## config.mk

```make
export PLATFORM = sky130hd
export DESIGN_NAME = shift_sched_flat
export DESIGN_NICKNAME = d
export VERILOG_FILES = /design/src/rtl/shift_pkg.sv /design/src/rtl/shift_sched_if.sv /design/src/rtl/shift_sched_rr_arbiter.sv /design/src/rtl/shift_sched_shifter.sv /design/src/rtl/shift_sched.sv /design/src/flat_wrapper.sv
export SDC_FILE = /design/constraint.sdc
export NUM_CORES = 1
export LEC_CHECK = 0
export BUFFER_PORTS_ARGS = -buffer_cell sky130_fd_sc_hd__buf_4
export CORE_AREA = 5 5 91 93
export DETAILED_ROUTE_END_ITERATION = 16
export DIE_AREA = 0 0 96 98
export PLACE_DENSITY = 0.8
export REMOVE_ABC_BUFFERS = 1
export SYNTH_ARGS = -nofsm -noshare
export SYNTH_HDL_FRONTEND = slang
export SYNTH_SLANG_ARGS = --single-unit
```

## constraint.sdc

```tcl
create_clock -name clk -period 2.2 [get_ports clk]
set_input_delay 0.22 -clock clk [delete_from_list [all_inputs] [get_ports clk]]
set_output_delay 0.22 -clock clk [all_outputs]
set_load 0.03 [all_outputs]
```

## src/rtl/shift_pkg.sv

```systemverilog
// shift_pkg: shared types and widths for the shift_sched round-robin shifter scheduler.
// Optional rsp_flags output is enabled by defining SHIFT_SCHED_FLAGS_EN.
package shift_pkg;
    localparam int DATA_W = 16;
    localparam int AMT_W  = 4;

    typedef enum logic [1:0] {
        SLL     = 2'd0,
        SRA     = 2'd1,
        ROR     = 2'd2,
        ILLEGAL = 2'd3
    } mode_e;

    typedef enum logic [1:0] {
        IDLE,
        EXEC,
        RESP
    } state_e;
endpackage

```

## src/rtl/shift_sched_if.sv

```systemverilog
// shift_sched_if: request/response bundle between the requesters and the scheduler.
// The rsp_flags signal exists only when SHIFT_SCHED_FLAGS_EN is defined.
interface shift_sched_if import shift_pkg::*; #(
    parameter int NUM_REQ = 2,
    parameter int ID_W    = $clog2(NUM_REQ)
);
    logic [NUM_REQ-1:0]        req_valid;
    logic [NUM_REQ-1:0]        req_ready;
    logic [NUM_REQ*DATA_W-1:0] req_data;
    logic [NUM_REQ*AMT_W-1:0]  req_amt;
    logic [NUM_REQ*2-1:0]      req_mode;
    logic                      rsp_valid;
    logic                      rsp_ready;
    logic [DATA_W-1:0]         rsp_data;
    logic [ID_W-1:0]           rsp_id;
    logic                      rsp_err;
`ifdef SHIFT_SCHED_FLAGS_EN
    logic [2:0]                rsp_flags;

    modport master (
        output req_valid, req_data, req_amt, req_mode, rsp_ready,
        input  req_ready, rsp_valid, rsp_data, rsp_id, rsp_err, rsp_flags
    );
    modport slave (
        input  req_valid, req_data, req_amt, req_mode, rsp_ready,
        output req_ready, rsp_valid, rsp_data, rsp_id, rsp_err, rsp_flags
    );
`else
    modport master (
        output req_valid, req_data, req_amt, req_mode, rsp_ready,
        input  req_ready, rsp_valid, rsp_data, rsp_id, rsp_err
    );
    modport slave (
        input  req_valid, req_data, req_amt, req_mode, rsp_ready,
        output req_ready, rsp_valid, rsp_data, rsp_id, rsp_err
    );
`endif
endinterface

```

## src/rtl/shift_sched_rr_arbiter.sv

```systemverilog
// rr_arbiter: combinational round-robin pick, searching from ptr_i upward modulo NUM_REQ.
module rr_arbiter #(
    parameter int NUM_REQ = 2,
    parameter int ID_W    = $clog2(NUM_REQ)
) (
    input  logic [NUM_REQ-1:0] req_i,
    input  logic [ID_W-1:0]    ptr_i,
    output logic [NUM_REQ-1:0] gnt_o,
    output logic [ID_W-1:0]    idx_o,
    output logic               any_o
);
    always_comb begin
        idx_o = '0;
        any_o = 1'b0;
        for (int i = 0; i < NUM_REQ; i++) begin
            if (!any_o && req_i[(int'(ptr_i) + i) % NUM_REQ]) begin
                any_o = 1'b1;
                idx_o = ID_W'((int'(ptr_i) + i) % NUM_REQ);
            end
        end
    end

    assign gnt_o = any_o ? NUM_REQ'(1) << idx_o : '0;
endmodule

```

## src/rtl/shift_sched_shifter.sv

```systemverilog
// shifter: 16-bit barrel shifter with SLL, SRA and ROR; mode 3 passes the operand through.
module shifter import shift_pkg::*; (
    input  logic [DATA_W-1:0] data_i,
    input  logic [AMT_W-1:0]  amt_i,
    input  mode_e             mode_i,
    output logic [DATA_W-1:0] res_o
);
    logic [2*DATA_W-1:0] rot;
    logic signed [DATA_W-1:0] sra;

    assign rot = {data_i, data_i} >> amt_i;
    assign sra = $signed(data_i) >>> amt_i;
    assign res_o = mode_i == SLL ? data_i << amt_i :
                   mode_i == SRA ? sra :
                   mode_i == ROR ? rot[DATA_W-1:0] : data_i;
endmodule

```

## src/rtl/shift_sched.sv

```systemverilog
// shift_sched: round-robin scheduler sharing one barrel shifter among NUM_REQ requesters.
// Define SHIFT_SCHED_FLAGS_EN to add the registered rsp_flags = {carry, negative, zero}.
module shift_sched import shift_pkg::*; #(
    parameter int NUM_REQ = 2,
    parameter int ID_W    = $clog2(NUM_REQ)
) (
    input logic          clk,
    input logic          rst_n,
    shift_sched_if.slave bus
);
    logic [NUM_REQ-1:0] gnt;
    logic [ID_W-1:0]    gnt_idx;
    logic               gnt_any;
    logic [ID_W-1:0]    ptr_d;
    logic [DATA_W-1:0]  sh_res;
    logic [DATA_W-1:0]  res_d;

    state_e             state_q;
    logic [ID_W-1:0]    rr_ptr_q;
    logic [ID_W-1:0]    id_q;
    logic [DATA_W-1:0]  data_q;
    logic [AMT_W-1:0]   amt_q;
    mode_e              mode_q;
    logic               rsp_valid_q;
    logic [DATA_W-1:0]  rsp_data_q;
    logic [ID_W-1:0]    rsp_id_q;
    logic               rsp_err_q;

    rr_arbiter #(.NUM_REQ(NUM_REQ), .ID_W(ID_W)) u_arb (
        .req_i (bus.req_valid),
        .ptr_i (rr_ptr_q),
        .gnt_o (gnt),
        .idx_o (gnt_idx),
        .any_o (gnt_any)
    );

    shifter u_shift (
        .data_i (data_q),
        .amt_i  (amt_q),
        .mode_i (mode_q),
        .res_o  (sh_res)
    );

    // Grants are offered only while idle and out of reset.
    assign bus.req_ready = (rst_n && state_q == IDLE) ? gnt : '0;
    assign ptr_d = (gnt_idx == ID_W'(NUM_REQ - 1)) ? '0 : gnt_idx + 1'b1;
    assign res_d = (mode_q == ILLEGAL) ? data_q : sh_res;

`ifdef SHIFT_SCHED_FLAGS_EN
    logic       carry_d;
    logic [2:0] flags_q;

    assign carry_d = (amt_q == '0 || mode_q == ILLEGAL) ? 1'b0 :
                     mode_q == SLL ? data_q[4'd0 - amt_q] :
                     mode_q == SRA ? data_q[amt_q - 4'd1] : sh_res[DATA_W-1];
    assign bus.rsp_flags = flags_q;

    always_ff @(posedge clk or negedge rst_n) begin
        if (!rst_n) flags_q <= '0;
        else if (state_q == EXEC) flags_q <= {carry_d, res_d[DATA_W-1], res_d == '0};
    end
`endif

    always_ff @(posedge clk or negedge rst_n) begin
        if (!rst_n) begin
            state_q     <= IDLE;
            rr_ptr_q    <= '0;
            id_q        <= '0;
            data_q      <= '0;
            amt_q       <= '0;
            mode_q      <= SLL;
            rsp_valid_q <= 1'b0;
            rsp_data_q  <= '0;
            rsp_id_q    <= '0;
            rsp_err_q   <= 1'b0;
        end else begin
            case (state_q)
                IDLE: if (gnt_any) begin
                    data_q   <= bus.req_data[gnt_idx*DATA_W +: DATA_W];
                    amt_q    <= bus.req_amt[gnt_idx*AMT_W +: AMT_W];
                    mode_q   <= mode_e'(bus.req_mode[gnt_idx*2 +: 2]);
                    id_q     <= gnt_idx;
                    rr_ptr_q <= ptr_d;
                    state_q  <= EXEC;
                end
                EXEC: begin
                    rsp_data_q  <= res_d;
                    rsp_err_q   <= mode_q == ILLEGAL;
                    rsp_id_q    <= id_q;
                    rsp_valid_q <= 1'b1;
                    state_q     <= RESP;
                end
                RESP: if (bus.rsp_ready) begin
                    rsp_valid_q <= 1'b0;
                    state_q     <= IDLE;
                end
                default: state_q <= IDLE;
            endcase
        end
    end

    assign bus.rsp_valid = rsp_valid_q;
    assign bus.rsp_data  = rsp_data_q;
    assign bus.rsp_id    = rsp_id_q;
    assign bus.rsp_err   = rsp_err_q;
endmodule

```

## src/flat_wrapper.sv

```systemverilog
// flat-port wrapper written by rule: the top's interface ports become plain ports
module shift_sched_flat import shift_pkg::*;
#(
    parameter int NUM_REQ = 2,
    parameter int ID_W    = $clog2(NUM_REQ)
)
  (clk, rst_n, bus_req_valid, bus_req_data, bus_req_amt, bus_req_mode, bus_rsp_ready, bus_req_ready, bus_rsp_valid, bus_rsp_data, bus_rsp_id, bus_rsp_err);
  shift_sched_if #(.NUM_REQ(NUM_REQ), .ID_W(ID_W)) bus_i ();
  input logic clk;
  input logic rst_n;
  input wire logic [$bits(bus_i.req_valid)-1:0] bus_req_valid;
  input wire logic [$bits(bus_i.req_data)-1:0] bus_req_data;
  input wire logic [$bits(bus_i.req_amt)-1:0] bus_req_amt;
  input wire logic [$bits(bus_i.req_mode)-1:0] bus_req_mode;
  input wire logic [$bits(bus_i.rsp_ready)-1:0] bus_rsp_ready;
  output wire logic [$bits(bus_i.req_ready)-1:0] bus_req_ready;
  output wire logic [$bits(bus_i.rsp_valid)-1:0] bus_rsp_valid;
  output wire logic [$bits(bus_i.rsp_data)-1:0] bus_rsp_data;
  output wire logic [$bits(bus_i.rsp_id)-1:0] bus_rsp_id;
  output wire logic [$bits(bus_i.rsp_err)-1:0] bus_rsp_err;
  assign bus_i.req_valid = bus_req_valid;
  assign bus_i.req_data = bus_req_data;
  assign bus_i.req_amt = bus_req_amt;
  assign bus_i.req_mode = bus_req_mode;
  assign bus_i.rsp_ready = bus_rsp_ready;
  assign bus_req_ready = bus_i.req_ready;
  assign bus_rsp_valid = bus_i.rsp_valid;
  assign bus_rsp_data = bus_i.rsp_data;
  assign bus_rsp_id = bus_i.rsp_id;
  assign bus_rsp_err = bus_i.rsp_err;
  shift_sched #(.NUM_REQ(NUM_REQ), .ID_W(ID_W)) u_core (.clk(clk), .rst_n(rst_n), .bus(bus_i));
endmodule
```

After elaboration in Yosys (flattened, before gate mapping)
Index checks and enable logic that the tools add are counted.

Add/sub/neg operators: 2. $lt $le $gt $ge: 2. Equal/unequal tests: 7. Shift-type cells: 7. Multiplexer cells: 21. Bitwise gates (word level): 1. Reduce and logical (&&, ||, !) cells: 9.

Operators by type and width (number): $mux 16 (4); $shiftx 32x6->16 (1); $shr 32x4->16 (1); $shl 16x4->16 (1); $sshr 16x4->16 (1); $mux 1 (11); $mux 2 (4); $shiftx 8x4->4 (1); $eq 2x2->1 const B (3); $pmux 2 s3 (1); $reduce_and 2->1 (3); $eq 2x1->1 const B (2); $logic_not 2->1 (2); $ne 2x2->1 const B (2); $shiftx 4x3->2 (1); $lt 2x3->1 const B (1); $add 1x1->1 const B (2); $logic_and 1x1->1 (2); $lt 1x2->1 const B (1); $pmux 1 s2 (1); $reduce_bool 2->1 (1); $shl 1x1->2 const A (1); $and 1x1->1 const A (1); $logic_not 1->1 (1).

Register bits after elaboration: 45. Output and inout port bits: 21. Logic and storage cells: 59.

Longest topological paths before layout
Gate-level depths: netlist of the first run.

Depth after elaboration: 10. Depth in mapped cells: 9. Gate-level depth less buffers: 6.

Cells and area by module
From an unflattened synthesis of the first run, not the netlist that was laid out.

Cell total of the unflattened synthesis: 516. Area total of the unflattened synthesis: 4725.8 um2.

Modules (own cells, without submodules): shifter (instances 1, cells an instance 320, area each 2615.0 um2); shift_sched (instances 1, cells an instance 191, area each 2078.2 um2); rr_arbiter (instances 1, cells an instance 5, area each 32.5 um2).

Least setup slack after synthesis of the first run
OpenSTA, ideal clock, no wires.

Path type: reg-to-reg. Start point: register u_core.amt_q[1]. End point: register u_core.rsp_data_q[10], in the netlist u_core.bus.rsp_data[10]. Setup time: 0.131 ns. Data arrival time: 1.712 ns. Setup slack: 0.357 ns. Stages on the path, launching flop included: 7. Path buffers: 2. Clock period less this slack: 1.843 ns. Cell sequence: dfrtp_1 buf_6 buf_6 mux4_2 mux2_2 a211oi_1 a21oi_1.

Longest elaborated chain between the ends: 5.

Ends and longest elaborated chain: start, declared (line shift_sched.sv:22) `logic [AMT_W-1:0] amt_q;`; start signal, assigned (line shift_sched.sv:80) `amt_q <= bus.req_amt[gnt_idx*AMT_W +: AMT_W];`; $shr 32x4->16 (line shift_sched_shifter.sv:11) `assign rot = {data_i, data_i} >> amt_i;`; $mux 16 (line shift_sched_shifter.sv:15) `mode_i == ROR ? rot[DATA_W-1:0] : data_i;`; $mux 16 (line shift_sched_shifter.sv:14) `mode_i == SRA ? sra :`; $mux 16 (*) (line shift_sched_shifter.sv:13) `assign res_o = mode_i == SLL ? data_i << amt_i :`; $mux 16 (*) (line shift_sched.sv:47) `assign res_d = (mode_q == ILLEGAL) ? data_q : sh_res;`; end signal, assigned (line shift_sched.sv:87) `rsp_data_q <= res_d;`; end, declared (line shift_sched.sv:25) `logic [DATA_W-1:0] rsp_data_q;`.

Mark *: on every way between the ends. The rest lies on a longest branch, timed or not. A chain may end at the register's enable or synchronous reset.

Worst setup path after layout of the first run
Start point: register u_core.amt_q[1]. End point: register u_core.rsp_data_q[13], in the netlist u_core.bus.rsp_data[13].

Same word-level chain as after synthesis.

==> results.sh, run 1 <==
export IMPL_critPathMaxFanout=15
export IMPL_timing_reg2reg_setup_slack_ns=0.07
export IMPL_syn_area_um2=4150
export IMPL_start_util_pct=55.7
export IMPL_avgSynthCellArea_um2=9.67
export IMPL_syn2layout_area_growth_pct=22.3
export IMPL_insertion_delay_ns=0.31
export IMPL_endpoint="u_core.bus.rsp_data[13]"
export IMPL_die_y_um=98
export IMPL_yosysSeqAreaShare_pct=27.1
export IMPL_portBuffers=69
export IMPL_clock_sinks=45
export IMPL_arrival_ns=2.32
export IMPL_chipWidth_um=96
export IMPL_cts_tree="yes"
export IMPL_cts_buffers_inserted=5
export IMPL_grt_use_total_pct=32.7
export IMPL_antennaDiodeCount=0
export IMPL_first_pass_iters=8
export IMPL_hp_class="input pin to flip-flop"
export IMPL_skew_ns=0.00601
export IMPL_dieArea_um2=9410
export IMPL_netlist_top_cells_area="dfrtp_1 27%, mux4_2 19%, mux2i_1 7.0%, a222oi_1 5.3%, inv_1 2.7%"
export IMPL_clock_fmax_ghz=0.469
export IMPL_ys_warn_count=0
export IMPL_cp_startpoint="u_core.amt_q[1]"
export IMPL_cts_max_level=2
export IMPL_layout_drive_gt1_share_pct=36.8
export IMPL_vias=4319
export IMPL_dp_hpwl_um=11100
export IMPL_fin_cells=613
export IMPL_hold_violations=0
export IMPL_place_gp_congestion=1.11
export IMPL_end_kind="flip-flop"
export IMPL_core_um2=7450
export IMPL_slew_headroom_pct=47.8
export IMPL_drt_initial_drc_count=577
export IMPL_status="complete, no violations"
export IMPL_p_leak_nw=2.21
export IMPL_r2r_cells=6
export IMPL_synthArstFlopShare_pct=100
export IMPL_ys_types=57
export IMPL_overflow=0
export IMPL_placed_cells=601
export IMPL_utilization_pct=68.1
export IMPL_synth_edff_count=0
export IMPL_drc_errors=0
export IMPL_setup_viol=0
export IMPL_ios=70
export IMPL_r2r_start="u_core.amt_q[1]"
export IMPL_grt_pass1_vias=4157
export IMPL_synth_ff_latch_count=45
export IMPL_rows=32
export IMPL_cts_path_max_buffers=2
export IMPL_grt_start_max_net_pins=44
export IMPL_worst_slew_pin_transition_ns=0.783
export IMPL_crit_type="flip-flop to flip-flop"
export IMPL_wl_per_cell_um=24.2
export IMPL_finalCriticalPeriod_ns=2.13
export IMPL_synth_cells=429
export IMPL_powerDensity_nw_per_um2=1980
export IMPL_max_vdd_ir_drop_uv=1110
export IMPL_grt_pass1_wl_um=23400
export IMPL_clk_pin_slew_ns=0.09
export IMPL_crit_path_start_kind="flip-flop"
export IMPL_cts_root_buf="clkbuf_8"
export IMPL_vias_per_cell=7.05
export IMPL_crit_required_ns=2.39
export IMPL_period_share_pct=96.9
export IMPL_wl_um=14800
export IMPL_power_mw=10.1
export IMPL_timing_hold_ws_ns=0.103
export IMPL_antenna_found_initial=0
export IMPL_timing_rr_end="u_core.bus.rsp_data[13]"
export IMPL_cap_violations=0
export IMPL_final_net_count=560
export IMPL_final_max_slew_viol_count=0
export IMPL_yosysTopAreaCell="dfrtp_1"
export IMPL_synth_flop_cell="dfrtp_1"
export IMPL_postRouteAntennaNets=0
export IMPL_synth_top_area_share_pct=27.1
==> flip-flops by register name, indices dropped and copies added (netlist names), 2 cells and up <==
signal               cells
u_core.amt_q             4
u_core.state_q           2
u_core.bus.rsp_data     16
u_core.data_q           16
u_core.mode_q            2
==> routing by layer <==
layer	up-vias	wire length [µm]	track usage [%]
met5	-	0	0
met2	377	6850	47.0
met4	0	712	15.4
met1	2040	5590	46.8
li1	1836	-	-
met3	66	1690	6.78
==> kinds of logic (layout without fill, tap and decap cells) <==
family	Yosys count	in the layout	synth area share [%]
muxes	75	75	29.4
DFF	45	45	27.1
and+or+nand+nor	92	92	10.2
buffers and inverters	86	168	10.0
AOI/OAI and AO/OA	131	131	23.3
==> how the worst min path moves through the flow <==
stage	endpoint	slack, ns	start	cells after the start
2_1_floorplan	u_core.amt_q[0]	-0.08	rst_n	0
3_3_place_gp	u_core.rr_ptr_q	0.03	rst_n	1
3_5_place_dp	u_core.rr_ptr_q	0.03	rst_n	1
4_1_cts	u_core.state_q[1]	0.10	bus_rsp_ready	2
5_1_grt	u_core.data_q[0]	0.11	bus_req_data[16]	3
6_report	u_core.state_q[1]	0.10	bus_rsp_ready	2
==> where the power goes <==
part	switching [mW]	internal, mW	leakage, nW
Sequential	0.865	1.26	0.535
Clock	0.311	0.331	0.0540
Combinational	3.88	3.41	1.62
==> cell type report <==
class                           count  area (µm²)
Multi-Input combinational cell    298        2610
Fill cell                         604        2380
Sequential cell                    45        1130
Timing Repair Buffer              130         978
Tap cell                          102         128
Inverter                           31         116
Clock buffer                        5        68.8
Clock inverter                      2        35.0
==> Yosys cell counts, types with 2 or more instances <==
library cell   n
nor3_1        10
a222oi_1      22
buf_6          8
a211oi_1      10
o22ai_1        9
o32ai_1        2
o211ai_1       8
o21ai_1        3
mux2_2         9
mux2i_1       29
or2_2          2
nand2b_1       6
a221oi_1       4
a22oi_1        2
o21ai_0       17
mux4_2        35
nand3_1        3
o2bb2ai_1      2
a2111oi_0      2
nand2_1       29
o21a_1         2
o32a_1         2
and3_1         2
buf_2         11
and2_1         7
nor2_1        26
dfrtp_1       45
nor2b_1        5
a32oi_1        2
a21oi_1       21
clkbuf_1      29
a31oi_1        5
inv_1         30
o31ai_1        3
buf_4          5
==> repair_timing <==
action	in CTS	in global routing
gates resized for setup	0	3
setup buffers	0	4
endpoints found under the hold margin	2	0
hold buffers	1	0
setup endpoints to repair	0	10
==> per-stage QoR <==
step                setup WS, ns  cell area (µm²)  TNS [ns]
finish                    0.0684             5070         0
global route             -0.0110             5070   -0.0130
CTS                       0.0243             5030         0
detailed placement        0.0358             4920         0
global placement          0.0692             4920         0
floorplan                 -0.812             3850    -11.44
==> cell usage in the layout (no fill, tap or decap), drive strengths merged, types with 3 or more instances in the layout <==
cell / count
nor2: 27
mux4: 36
o21ai: 20
o31ai: 3
nor3: 10
o22ai: 9
mux2: 10
a21oi: 21
clkbuf: 5
a31oi: 5
a221oi: 4
a2111oi: 3
nor2b: 5
a211oi: 10
buf: 129
dfrtp: 45
a222oi: 22
inv: 30
o211ai: 8
and2: 7
nand3: 3
mux2i: 29
nand2: 29
nand2b: 6
==> worst max-delay path: stages, from the launching register on <==
cell	delay, ns
dfrtp_4	0.55
buf_4	0.17
mux4_2	0.50
mux2i_1	0.28
nor2_1	0.08
a211oi_1	0.32
o32ai_1	0.12
Power figures use the tool's default switching activity.
==> run 2, diff against run 1 <==
==> constraint.sdc (replaced) <==
create_clock -name clk -period 2.2 [get_ports clk]
set_input_delay 0.11 -clock clk [delete_from_list [all_inputs] [get_ports clk]]
set_output_delay 0.11 -clock clk [all_outputs]
set_load 0.03 [all_outputs]
==> results.sh, run 2 (synthesis gave the netlist of run 1 again) <==
export IMPL_status="complete, no violations"
export IMPL_clock_sinks=45
export IMPL_cts_tree="yes"
export IMPL_cts_buffers_inserted=5
export IMPL_hp_class="input pin to flip-flop"
export IMPL_place_gp_congestion=1.12
export IMPL_nFillCells=595
export IMPL_clk_pin_slew_ns=0.09
export IMPL_crit_path_cell_trace="buf_4, mux4_2, mux2_2, a211oi_1, a21oi_1"
export IMPL_crit_slowest_cell="dfrtp_4"
export IMPL_wl_met2_um=6950
export IMPL_wl_met1_um=5460
export IMPL_critPathMaxFanout=16
export IMPL_insertion_delay_ns=0.32
export IMPL_chipWidth_um=96
export IMPL_drc_errors=0
export IMPL_wl_per_cell_um=24.8
export IMPL_cap_violations=0
export IMPL_die_y_um=98
export IMPL_slew_headroom_pct=47.9
export IMPL_crit_required_ns=2.39
export IMPL_wl_met3_um=1850
export IMPL_crit_type="flip-flop to flip-flop"
export IMPL_layout_common_cells="124 x buf_4, 42 x dfrtp_1, 35 x mux4_2"
export IMPL_post_route_cell_area_um2=5050
export IMPL_seq_power_share_pct=21.6
export IMPL_core_um2=7450
export IMPL_arrival_ns=2.32
export IMPL_final_common_cell="buf_4"
export IMPL_antennaDiodeCount=0
export IMPL_timing_reg2reg_setup_slack_ns=0.07
export IMPL_tns_ns=0
export IMPL_cts_max_level=2
export IMPL_vias=4372
export IMPL_swShare_pct=51.3
export IMPL_finalCriticalPeriod_ns=2.13
export IMPL_clock_fmax_ghz=0.469
export IMPL_start_util_pct=55.7
export IMPL_layout_drive_gt1_share_pct=36.3
export IMPL_rsz0062_at_grt="true"
export IMPL_postRouteAntennaNets=0
export IMPL_clkPwrFrac_pct=5.5
export IMPL_crit_path_start_kind="flip-flop"
export IMPL_power_mw=9.97
export IMPL_grt_use_total_pct=33.8
export IMPL_end_kind="flip-flop"
export IMPL_p_switching_mw=5.11
export IMPL_first_pass_iters=9
export IMPL_dp_hpwl_um=11300
export IMPL_period_share_pct=96.9
export IMPL_final_max_slew_viol_count=0
export IMPL_p_comb_share_pct=72.9
export IMPL_vias_per_cell=7.14
export IMPL_skew_ns=0.0107
export IMPL_setup_viol=0
export IMPL_hold_violations=0
export IMPL_maxUsedRoutingLayer="met4"
export IMPL_overflow=0
export IMPL_rows=32
export IMPL_worst_slew_pin_transition_ns=0.782
export IMPL_cts_root_buf="clkbuf_8"
export IMPL_powerDensity_nw_per_um2=1980
export IMPL_syn2layout_area_growth_pct=21.7
export IMPL_dpl_cell_area_um2=4920
export IMPL_grt_start_max_net_pins=28
export IMPL_cp_slowest_stage_delay_ns=0.58
export IMPL_portBuffers=69
export IMPL_timing_hold_ws_ns=0.00310
export IMPL_cts_path_max_buffers=2
export IMPL_internal_power_mw=4.86
export IMPL_drt_initial_drc_count=670
export IMPL_ios=70
export IMPL_final_net_count=558
export IMPL_antenna_found_initial=0
export IMPL_wl_um=15200
export IMPL_dieArea_um2=9410
export IMPL_grt_pass1_vias=4310
export IMPL_max_vdd_ir_drop_uv=1040
export IMPL_p_leak_nw=2.18
export IMPL_grt_pass1_wl_um=24100
-- run 2: critical path, delay by kind of cell (launching register included) --
kind                   cells  cell delay [ns]
flip-flops                 1             0.58
AO/OA/AOI/OAI              2             0.34
multiplexers               2             0.85
buffers and inverters      1             0.24
-- run 2: final timing paths --
check / start / cells after the start / endpoint
worst max-delay path: u_core.amt_q[1] / 5 / u_core.bus.rsp_data[10]
worst min-delay path: bus_req_data[17] / 3 / u_core.data_q[1]
worst max register to register: u_core.amt_q[1] / 5 / u_core.bus.rsp_data[10]
worst min register to register: u_core.bus.rsp_id / 2 / u_core.bus.rsp_id
max in group asynchronous: rst_n / 3 / u_core.amt_q[1]
min in group asynchronous: rst_n / 2 / u_core.bus.rsp_data[9]
-- run 2: through the flow --
| stage | setup WS, ns | std cells | utilization [%] |
|---|---|---|---|
| 3_5_place_dp | 0.0293 | 601 | 66.1 |
| 4_1_cts | 0.00675 | 612 | 67.7 |
| 3_3_place_gp | 0.0749 | 601 | 66.1 |
| 2_1_floorplan | -0.812 | 374 | - |
| 6_report | 0.0679 | 612 | 67.8 |
| 5_1_grt | -0.00501 | 612 | 67.8 |
-- run 2: timing repair --
item / in CTS / in global routing
endpoints found under the hold margin: 20 / 0
gates resized for setup: 0 / 4
setup endpoints to repair: 0 / 11
hold buffers: 3 / 0
buffers inserted: 0 / 0
-- run 2: area by class of cell --
type	count	area, µm²	share of cell area, %
timing repair buffer	128	972	19.3
inverter	31	116	2.30
multi-input combinational	298	2610	51.7
sequential	45	1130	22.5
clock buffer	6	72.6	1.44
clock inverter	2	15.0	0.297
tap	102	128	2.53
-- run 2: metal layers --
layer  GRT usage, %  vias to the layer above
met3           6.16                       76
met1           46.9                     2086
met2           49.8                      383
met4           17.8                        0
met5              0                        -
li1               -                     1827
-- run 2: power groups by stage --
stage / Combinational [mW] / Clock [mW] / Sequential, mW
floorplan: 3.86 / 0 / 2.54
CTS: 7.08 / 0.549 / 2.09
global route: 7.68 / 0.593 / 2.20
global placement: 7.02 / 0 / 2.08
detailed placement: 7.05 / 0 / 2.11
finish: 7.27 / 0.553 / 2.15
==> run 3, diff against run 2 <==
--- a/config.mk
+++ b/config.mk
@@ -5,10 +5,11 @@
 export SDC_FILE = /design/constraint.sdc
 export NUM_CORES = 1
 export LEC_CHECK = 0
+export ABC_AREA = 1
 export BUFFER_PORTS_ARGS = -buffer_cell sky130_fd_sc_hd__buf_4
-export CORE_AREA = 5 5 91 93
+export CORE_AREA = 5 5 88 90
 export DETAILED_ROUTE_END_ITERATION = 16
-export DIE_AREA = 0 0 96 98
+export DIE_AREA = 0 0 93 95
 export PLACE_DENSITY = 0.8
 export REMOVE_ABC_BUFFERS = 1
 export SYNTH_ARGS = -nofsm -noshare
==> results.sh, run 3 <==
export IMPL_status="complete, no violations"
export IMPL_wl_per_cell_um=17.7
export IMPL_ys_top_cells_by_count="227 x nand2_1, 107 x nand3_1, 45 x dfrtp_1"
export IMPL_rsz0062_at_grt="false"
export IMPL_antenna_found_initial=0
export IMPL_grt_pass1_vias=4275
export IMPL_synthArstFlopShare_pct=100
export IMPL_clk_pin_slew_ns=0.09
export IMPL_synth_cells=610
export IMPL_crit_top_cell="nor2_1"
export IMPL_powerDensity_nw_per_um2=1840
export IMPL_utilization_pct=64.0
export IMPL_synth_ff_latch_count=45
export IMPL_p_leak_nw=2.26
export IMPL_core_um2=6980
export IMPL_grt_use_total_pct=30.9
export IMPL_period_share_pct=88.6
export IMPL_use_met1_pct=40.5
export IMPL_vias=4518
export IMPL_cts_max_level=2
export IMPL_hp_class="input pin to flip-flop"
export IMPL_grt_start_max_net_pins=38
export IMPL_finalCriticalPeriod_ns=1.95
export IMPL_place_gp_congestion=1.07
export IMPL_grt_pass1_wl_um=21300
export IMPL_syn_area_um2=3790
export IMPL_cts_resized=0
export IMPL_cap_violations=0
export IMPL_max_vdd_ir_drop_uv=1000
export IMPL_synth_flop_cell="dfrtp_1"
export IMPL_cts_tree="yes"
export IMPL_dp_hpwl_um=10100
export IMPL_cts_buffers_inserted=5
export IMPL_first_pass_iters=8
export IMPL_chipWidth_um=93
export IMPL_rows=31
export IMPL_synth_most_common_cell="nand2_1"
export IMPL_clock_fmax_ghz=0.513
export IMPL_start_util_pct=54.3
export IMPL_use_met2_pct=49.7
export IMPL_antennaDiodeCount=0
export IMPL_power_mw=8.23
export IMPL_slew_headroom_pct=64.8
export IMPL_cts_path_max_buffers=2
export IMPL_crit_slowest_cell="nor2_1"
export IMPL_busiest_layer="met2"
export IMPL_vias_per_cell=6.03
export IMPL_final_net_count=715
export IMPL_ys_types=33
export IMPL_netlist_top_cells_area="dfrtp_1 30%, nand2_1 22%, nand3_1 14%, o211ai_1 5.3%, a21oi_1 4.0%"
export IMPL_setup_viol=0
export IMPL_portBuffers=69
export IMPL_clock_sinks=45
export IMPL_cp_slowest_stage_delay_ns=0.44
export IMPL_die_y_um=95
export IMPL_wl_um=13300
export IMPL_layout_common_cells="227 x nand2_1, 107 x nand3_1, 80 x buf_4"
export IMPL_overflow=0
export IMPL_final_common_cell="nand2_1"
export IMPL_final_max_slew_viol_count=0
export IMPL_skew_ns=0.0152
export IMPL_yosysTopAreaCell="dfrtp_1"
export IMPL_arrival_ns=1.84
export IMPL_worst_slew_pin_transition_ns=0.526
export IMPL_avgSynthCellArea_um2=6.21
export IMPL_hold_violations=0
export IMPL_ios=70
export IMPL_cts_root_buf="clkbuf_8"
export IMPL_drc_errors=0
export IMPL_crit_path_start_kind="flip-flop"
export IMPL_critPathMaxFanout=8
export IMPL_postRouteAntennaNets=0
export IMPL_ys_warn_count=0
export IMPL_end_kind="output pin"
export IMPL_insertion_delay_ns=0.31
export IMPL_crit_path_cell_trace="nor2_1, o21ai_2, nor2_1, inv_1, nor2_1, buf_4"
export IMPL_layout_drive_gt1_share_pct=18.6
export IMPL_dieArea_um2=8840
export IMPL_synth_top_area_share_pct=29.7
export IMPL_met3_usage_pct=4.70
export IMPL_synth_edff_count=0
export IMPL_crit_type="flip-flop to output pin"
export IMPL_crit_required_ns=2.09
export IMPL_syn2layout_area_growth_pct=17.8
export IMPL_yosysSeqAreaShare_pct=29.7
export IMPL_drt_initial_drc_count=506
[run 3: changes by cell type after synthesis, moves of 9 or more]
| cell | before | now |
|---|---|---|
| nand2_1 | 29 | 227 |
| nand3_1 | 3 | 107 |
| mux4_2 | 35 | 0 |
| mux2i_1 | 29 | 0 |
| a222oi_1 | 22 | 0 |
| o211ai_1 | 8 | 27 |
| clkbuf_1 | 29 | 11 |
| a211oi_1 | 10 | 0 |
| nand2_2 | 0 | 10 |
| a21oi_1 | 21 | 30 |
| mux2_2 | 9 | 0 |
| o22ai_1 | 9 | 0 |
[run 3: area by class of cell]
class | instances | area, µm²
clock inverters | 2 | 38.8
fillers | 635 | 2520
well taps | 82 | 103
inverters | 36 | 135
clock buffers | 6 | 72.6
flip-flops and latches | 45 | 1130
multi-input cells | 495 | 2340
repair buffers | 83 | 651
[run 3: per-stage QoR]
step / cell area (µm²) / hold slack [ns] / cells / setup slack [ns] / TNS (ns)
finish: 4470 / 0.00787 / 749 / 0.250 / 0
global route: 4470 / 0.0103 / 749 / 0.0771 / 0
CTS: 4470 / 0.00733 / 749 / 0.237 / 0
detailed placement: 4340 / -0.00318 / 740 / 0.396 / 0
global placement: 4340 / -0.00401 / 740 / 0.356 / 0
floorplan: 3600 / -0.186 / 576 / -0.168 / -0.998
[run 3: final timing paths]
kind	start	endpoint	slack, ns	cells after the start
worst max-delay path	u_core.state_q[1]	bus_req_ready[1]	0.25	6
worst min-delay path	bus_rsp_ready	u_core.state_q[1]	0.008	2
worst max register to register	u_core.amt_q[0]	u_core.bus.rsp_data[11]	0.30	9
worst min register to register	u_core.bus.rsp_data[0]	u_core.bus.rsp_data[0]	0.50	2
max in group asynchronous	rst_n	u_core.data_q[11]	1.32	3
min in group asynchronous	rst_n	u_core.data_q[5]	0.20	2
[run 3: cell families after synthesis]
family,share of synthesized area (%)
AND/OR/NAND/NOR,46.6
AO/OA/AOI/OAI,15.1
flip-flops,29.7
buffers and inverters,8.55
[run 3: report_power, final]
part | switching [mW] | leakage (nW) | internal [mW]
Clock | 0.324 | 0.0554 | 0.342
Sequential | 0.489 | 0.555 | 1.23
Combinational | 3.95 | 1.65 | 1.90
[run 3: timing repair]
action                                 CTS  global route
endpoints found under the hold margin   17             0
hold buffers                             1             0
setup buffers                            0             0
[run 3: worst max-delay path, delay by kind of cell (launching register included)]
kind | cells | cell delay (ns)
and+or+nand+nor | 3 | 0.70
AOI/OAI and AO/OA | 1 | 0.14
DFF | 1 | 0.42
buffers and inverters | 2 | 0.28
[run 3: per-layer routing]
metal | up-vias | wire length (µm)
met5 | - | 0
met4 | 0 | 582
met3 | 49 | 1190
met2 | 290 | 6050
met1 | 2039 | 5450
li1 | 2140 | -
